<file path="src/rtl/scanline_fx.sv">
// Scanline post-processor: dims odd output lines, forces blanked pixels black, delays vsync one line.
// Latency 2 ce_pix for colour/hs/hb/vb; no backpressure, everything advances only on ce_pix.
module scanline_fx #(
    parameter int HALF_DEPTH = 0,
    localparam int DWIDTH = (HALF_DEPTH != 0) ? 3 : 7
) (
    input  logic              clk_sys,
    input  logic              reset_n,
    input  logic              ce_pix,
    input  logic [1:0]        scanlines,
    input  logic              hs_in,
    input  logic              vs_in,
    input  logic              hb_in,
    input  logic              vb_in,
    input  logic [DWIDTH:0]   r_in,
    input  logic [DWIDTH:0]   g_in,
    input  logic [DWIDTH:0]   b_in,
    output logic              hs_out,
    output logic              vs_out,
    output logic              hb_out,
    output logic              vb_out,
    output logic [DWIDTH:0]   r_out,
    output logic [DWIDTH:0]   g_out,
    output logic [DWIDTH:0]   b_out,
    output logic              line_odd
);
    logic            s1_hs, s1_vs, s1_hb, s1_vb;
    logic [DWIDTH:0] s1_r, s1_g, s1_b;
    logic            odd, vs_line, vs_pend, arm;
    logic [1:0]      mode;
    logic            line_start, frame_start, blank;

    assign line_start  = s1_hs & ~hs_in;
    assign frame_start = vs_in & ~s1_vs;
    assign blank       = s1_hb | s1_vb;

    function automatic logic [DWIDTH:0] shade(input logic [DWIDTH:0] c, input logic blk,
                                              input logic dim_line, input logic [1:0] m);
        logic [DWIDTH:0] res;
        res = c;
        if (blk) begin
            res = '0;
        end else if (dim_line) begin
            case (m)
                2'd1:    res = c - (c >> 2);
                2'd2:    res = c >> 1;
                2'd3:    res = c >> 2;
                default: res = c;
            endcase
        end
        return res;
    endfunction

    always_ff @(posedge clk_sys or negedge reset_n) begin
        if (!reset_n) begin
            s1_hs    <= 1'b0;
            s1_vs    <= 1'b0;
            s1_hb    <= 1'b0;
            s1_vb    <= 1'b0;
            s1_r     <= '0;
            s1_g     <= '0;
            s1_b     <= '0;
            odd      <= 1'b0;
            vs_line  <= 1'b0;
            vs_pend  <= 1'b0;
            mode     <= 2'd0;
            arm      <= 1'b1;
            hs_out   <= 1'b0;
            vs_out   <= 1'b0;
            hb_out   <= 1'b0;
            vb_out   <= 1'b0;
            r_out    <= '0;
            g_out    <= '0;
            b_out    <= '0;
            line_odd <= 1'b0;
        end else if (ce_pix) begin
            s1_hs <= hs_in;
            s1_vs <= vs_in;
            s1_hb <= hb_in;
            s1_vb <= vb_in;
            s1_r  <= r_in;
            s1_g  <= g_in;
            s1_b  <= b_in;

            // Frame start beats a coincident line start so the first line of a frame is even.
            if (frame_start)
                odd <= 1'b0;
            else if (line_start)
                odd <= ~odd;

            // arm picks up the switch setting held through reset; it is consumed before any
            // dimmed pixel can reach the output, so it behaves as a load-at-reset.
            if (frame_start || arm)
                mode <= scanlines;
            arm <= 1'b0;

            if (line_start) begin
                vs_line <= vs_in;
                vs_pend <= vs_line;
            end

            hs_out   <= s1_hs;
            hb_out   <= s1_hb;
            vb_out   <= s1_vb;
            vs_out   <= vs_pend;
            line_odd <= odd;
            r_out    <= shade(s1_r, blank, odd && (mode != 2'd0), mode);
            g_out    <= shade(s1_g, blank, odd && (mode != 2'd0), mode);
            b_out    <= shade(s1_b, blank, odd && (mode != 2'd0), mode);
        end
    end
endmodule

</file>
<file path="config.mk">
export PLATFORM = sky130hd
export DESIGN_NAME = scanline_fx
export DESIGN_NICKNAME = d
export VERILOG_FILES = /design/src/rtl/scanline_fx.sv
export SDC_FILE = /design/constraint.sdc
export NUM_CORES = 1
export LEC_CHECK = 0
export ABC_AREA = 0
export BUFFER_PORTS_ARGS = -buffer_cell sky130_fd_sc_hd__buf_2
export CORE_MARGIN = 8
export CORE_UTILIZATION = 61
export CTS_CLUSTER_SIZE = 28
export DETAILED_ROUTE_END_ITERATION = 7
export GPL_TIMING_DRIVEN = 0
export PLACE_DENSITY = 0.9
export SYNTH_ARGS = -nofsm -noshare
export SYNTH_HDL_FRONTEND = slang
export SYNTH_SLANG_ARGS = --single-unit
</file>
<file path="constraint.sdc">
create_clock -name clk_sys -period 3.2 [get_ports clk_sys]
set_clock_uncertainty 0.05 [all_clocks]
set_input_delay 0.16 -clock clk_sys [delete_from_list [all_inputs] [get_ports clk_sys]]
set_output_delay 0.16 -clock clk_sys [all_outputs]
set_load 0.05 [all_outputs]
</file>
==> results.md <==
- Final number of hold-violating endpoints: 0
- Die footprint: 0.00911 mm^2
- Register bit total from synthesis: 63
- Gate count after technology mapping: 411
- RR Endpoint: r_out[6]$_DFFE_PN0P_
- Complex-gate fraction of the synthesized area: 25.6%
- Row count: 29
- Remaining DRCs: 0
- Main combinational cell family by area after synthesis: compound AO/OA/AOI/OAI gates
- Setup TNS Final: 0 ns
- DIE WIDTH: 95.5 um
- Design Area, Final: 0.00478 mm^2
- Hold buffer count at cts: 28
- Leak: 0.00227 uW
- Post-synthesis mux area share: 7.47%
- Fmax: 418 MHz
- Slowest CP cell: dfrtp_1
- Adder-cell share of the synthesized area: 7.41%
- Share of cells above drive strength 1: 24.3%
- Worst reg2reg path startpoint: s1_r[2]$_DFFE_PN0P_
- Number of vias per cell: 6.37
- RSZ-0062 raised after global routing: no
- GR Overflow Total: 0
- Synthesized area: 0.00385 mm^2
- WL/cell: 19.6 um
- Setup crit end: r_out[6]$_DFFE_PN0P_
- # setup viols final: 0
- CP required: 3.39 ns
- Worst-margin pin slew: 0.808 ns
- Status: complete, no violations
- Placed inst area: 0.00425 mm^2
- Post-CTS resize count: 0
- Pwr dens: 601 mW/mm^2
- Max cap viols: 0
- CP max stage delay: 0.49 ns
- Die H: 95.5 um
- Register area share after synthesis: 41.0%
- RD Place Congestion: 0.967
- Ys async rst share: 100%
- Post-synth EDFFs: 0
- First-pass GRT wire length: 18800 um
- CTS H-tree lvls: 3
- Min Tclk post-route: 2.39 ns
- Vias in the first global route: 3768
- Peak supply drop: 0.467 mV
- Vias post-DR: 3789
- CP Max Fanout: 6
- Most used DFF post-synth: dfrtp_1
- Area Growth Syn to Fin: 24.2%
- Mapped Nets: 465
- Diode count: 0
- Post-CTS Setup Inserts: 0
- Clk pin slew, worst setup/hold paths: 0.08 ns
- TritonRoute pass-1 iters: 5
- DRT iter0 DRCs: 361
- Synth unique cells: 47
- R2R setup slack: 0.81 ns
- Post-route ant nets: 0
- Cells along the critical path: ha_1, inv_1, fa_1, a211oi_1, o21bai_1, a21oi_1, mux2i_1, o21ai_0
- Final wirelength: 11700 um
- Arrival time worst endpoint: 2.58 ns
- Root Buffer: clkbuf_8
- Period utilisation layout: 74.8%
- Post-DP HPWL: 7570 um
- # IOs: 62
- Antenna violations before repair: 0
- CTS tree: built
- Post-synthesis xor/xnor area fraction: 1.36%
- Synth warn: 0
- Critical path type: flip-flop to flip-flop
- Initial Utilization: 61.7%
- Crit end category: flip-flop
- Nets: 567
- Multi-input logic area: 0.00206 mm^2
- Sink Count: 63
- Total GRT Usage: 26.5%
- Fill cells: 415
- Clk buf depth: 2
- Num CTS Buffers: 9
- Port bufs: 61
- HP Class: input pin to flip-flop
- Max-slew headroom: 46.1%
- Startpoint Class: flip-flop
- Core ar.: 0.00624 mm^2
- Simple-Gate Fraction of Synth Area: 11.6%
- Reg area: 0.00158 mm^2
- Largest net degree at the start of global routing: 64
- Final Max Tran Viols: 0
- R2R depth: 8
- Clk_lat worst skew: 0.36 ns
- Average size of a mapped cell: 9.37 um^2
- Worst setup path startpoint: s1_r[2]$_DFFE_PN0P_
-- how the worst min path moves through the flow --
stage,start,end,slack (ns),cells past startpoint
floorplan,reset_n,b_out[0]$_DFFE_PN0P_,-0.19,0
global placement,r_in[3],s1_r[3]$_DFFE_PN0P_,0.32,3
detailed placement,g_in[4],s1_g[4]$_DFFE_PN0P_,0.33,3
CTS,scanlines[0],mode[0]$_DFFE_PN0P_,0.0001,2
global route,vs_in,s1_vs$_DFFE_PN0P_,0.02,2
finish,vs_in,s1_vs$_DFFE_PN0P_,0.01,2
-- through the flow --
step	utilization [%]	power, uW	hold WS (ns)	worst slack (ns)	instances
6_report	76.6	2870	0.0146	0.807	595
4_1_cts	76.3	2840	0.000142	0.870	593
3_5_place_dp	68.1	2000	0.327	0.932	549
3_3_place_gp	68.1	1970	0.318	0.958	549
5_1_grt	76.6	2990	0.0159	0.662	595
2_1_floorplan	-	1730	-0.186	1.18	411
-- layout make-up --
class	instances	area share, %
timing repair buffer	91	12.7
tap	77	2.01
clock inverter	7	2.17
buffer	24	2.30
clock buffer	9	2.59
inverter	28	2.20
multi-input combinational	296	43.0
sequential	63	33.0
-- kinds of logic (layout without fill, tap and decap cells) --
| group | after synthesis | after routing |
|---|---|---|
| AND/OR/NAND/NOR | 92 | 92 |
| AO/OA/AOI/OAI | 151 | 151 |
| flip-flops | 63 | 63 |
| XOR/XNOR | 6 | 6 |
| adder cells (fa/ha/maj) | 21 | 21 |
| buffers and inverters | 52 | 159 |
| multiplexers | 26 | 26 |
-- flip-flops by register name (all words and copies together) (netlist names) --
register	flops
line_odd	1
hs_out	1
s1_vb	1
arm	1
odd	1
vs_out	1
s1_hb	1
vs_pend	1
r_out	8
s1_g	8
s1_b	8
vb_out	1
g_out	8
mode	2
vs_line	1
s1_hs	1
s1_r	8
hb_out	1
s1_vs	1
b_out	8
-- where the power goes --
group	internal, uW	leakage [uW]	total, uW	switching, uW
clock	449	0.000115	814	365
combinational	378	0.00137	1070	693
sequential	899	0.000790	988	89.5
-- cells in the mapped netlist (4+ instances only) --
cell       instances  area [um^2]
o21ai_0           63          315
dfrtp_1           62         1550
nand2_1           30          113
inv_1             27          101
nor2_1            25         93.8
mux2_2            22          248
ha_1              18          225
o2bb2ai_1         14          123
a21oi_1           13         65.1
nor2b_1           13         81.3
clkbuf_1          11         41.3
buf_2             10         50.1
nor3_1             9         45.0
a21o_1             8         60.1
o22ai_1            6         37.5
o311a_1            6         60.1
a211oi_1           5         37.5
a31oi_1            5         31.3
nand2b_1           5         31.3
a2bb2oi_1          4         35.0
mux2i_1            4         40.0
o21a_1             4         30.0
-- layout by cell type, fill, tap and decap left out, drive strengths merged, types with 5 or more instances in the layout --
cell and n:
a21oi 14, clkbuf 20, nand2 30, o311a 6
dlygate4sd3 30, mux2 22, o21ai 68, ha 18
o21a 5, o2bb2ai 14, nand2b 5, inv 31
nor2 25, dfrtp 62, a211oi 5, a21o 8
nor2b 13, o22ai 6, buf 74, nor3 9
a31oi 5
-- per-layer routing --
metal	global-route usage, %	vias up	routed length [um]	share of wire (%)
met1	32.4	1853	4600	39
met2	43.8	217	5640	48
met3	6.85	39	1110	9.5
li1	-	1680	-	-
met4	10.8	0	320	2.7
met5	0	-	0	0
-- critical path: cells and delay by family (launching register included) --
| family | cells | cell delay (ns) |
|---|---|---|
| compound gates | 4 | 0.79 |
| fa+ha+maj | 2 | 0.67 |
| buf+inv | 1 | 0.06 |
| flops | 1 | 0.49 |
| mux | 1 | 0.20 |
(Power assumes the default switching activity.)
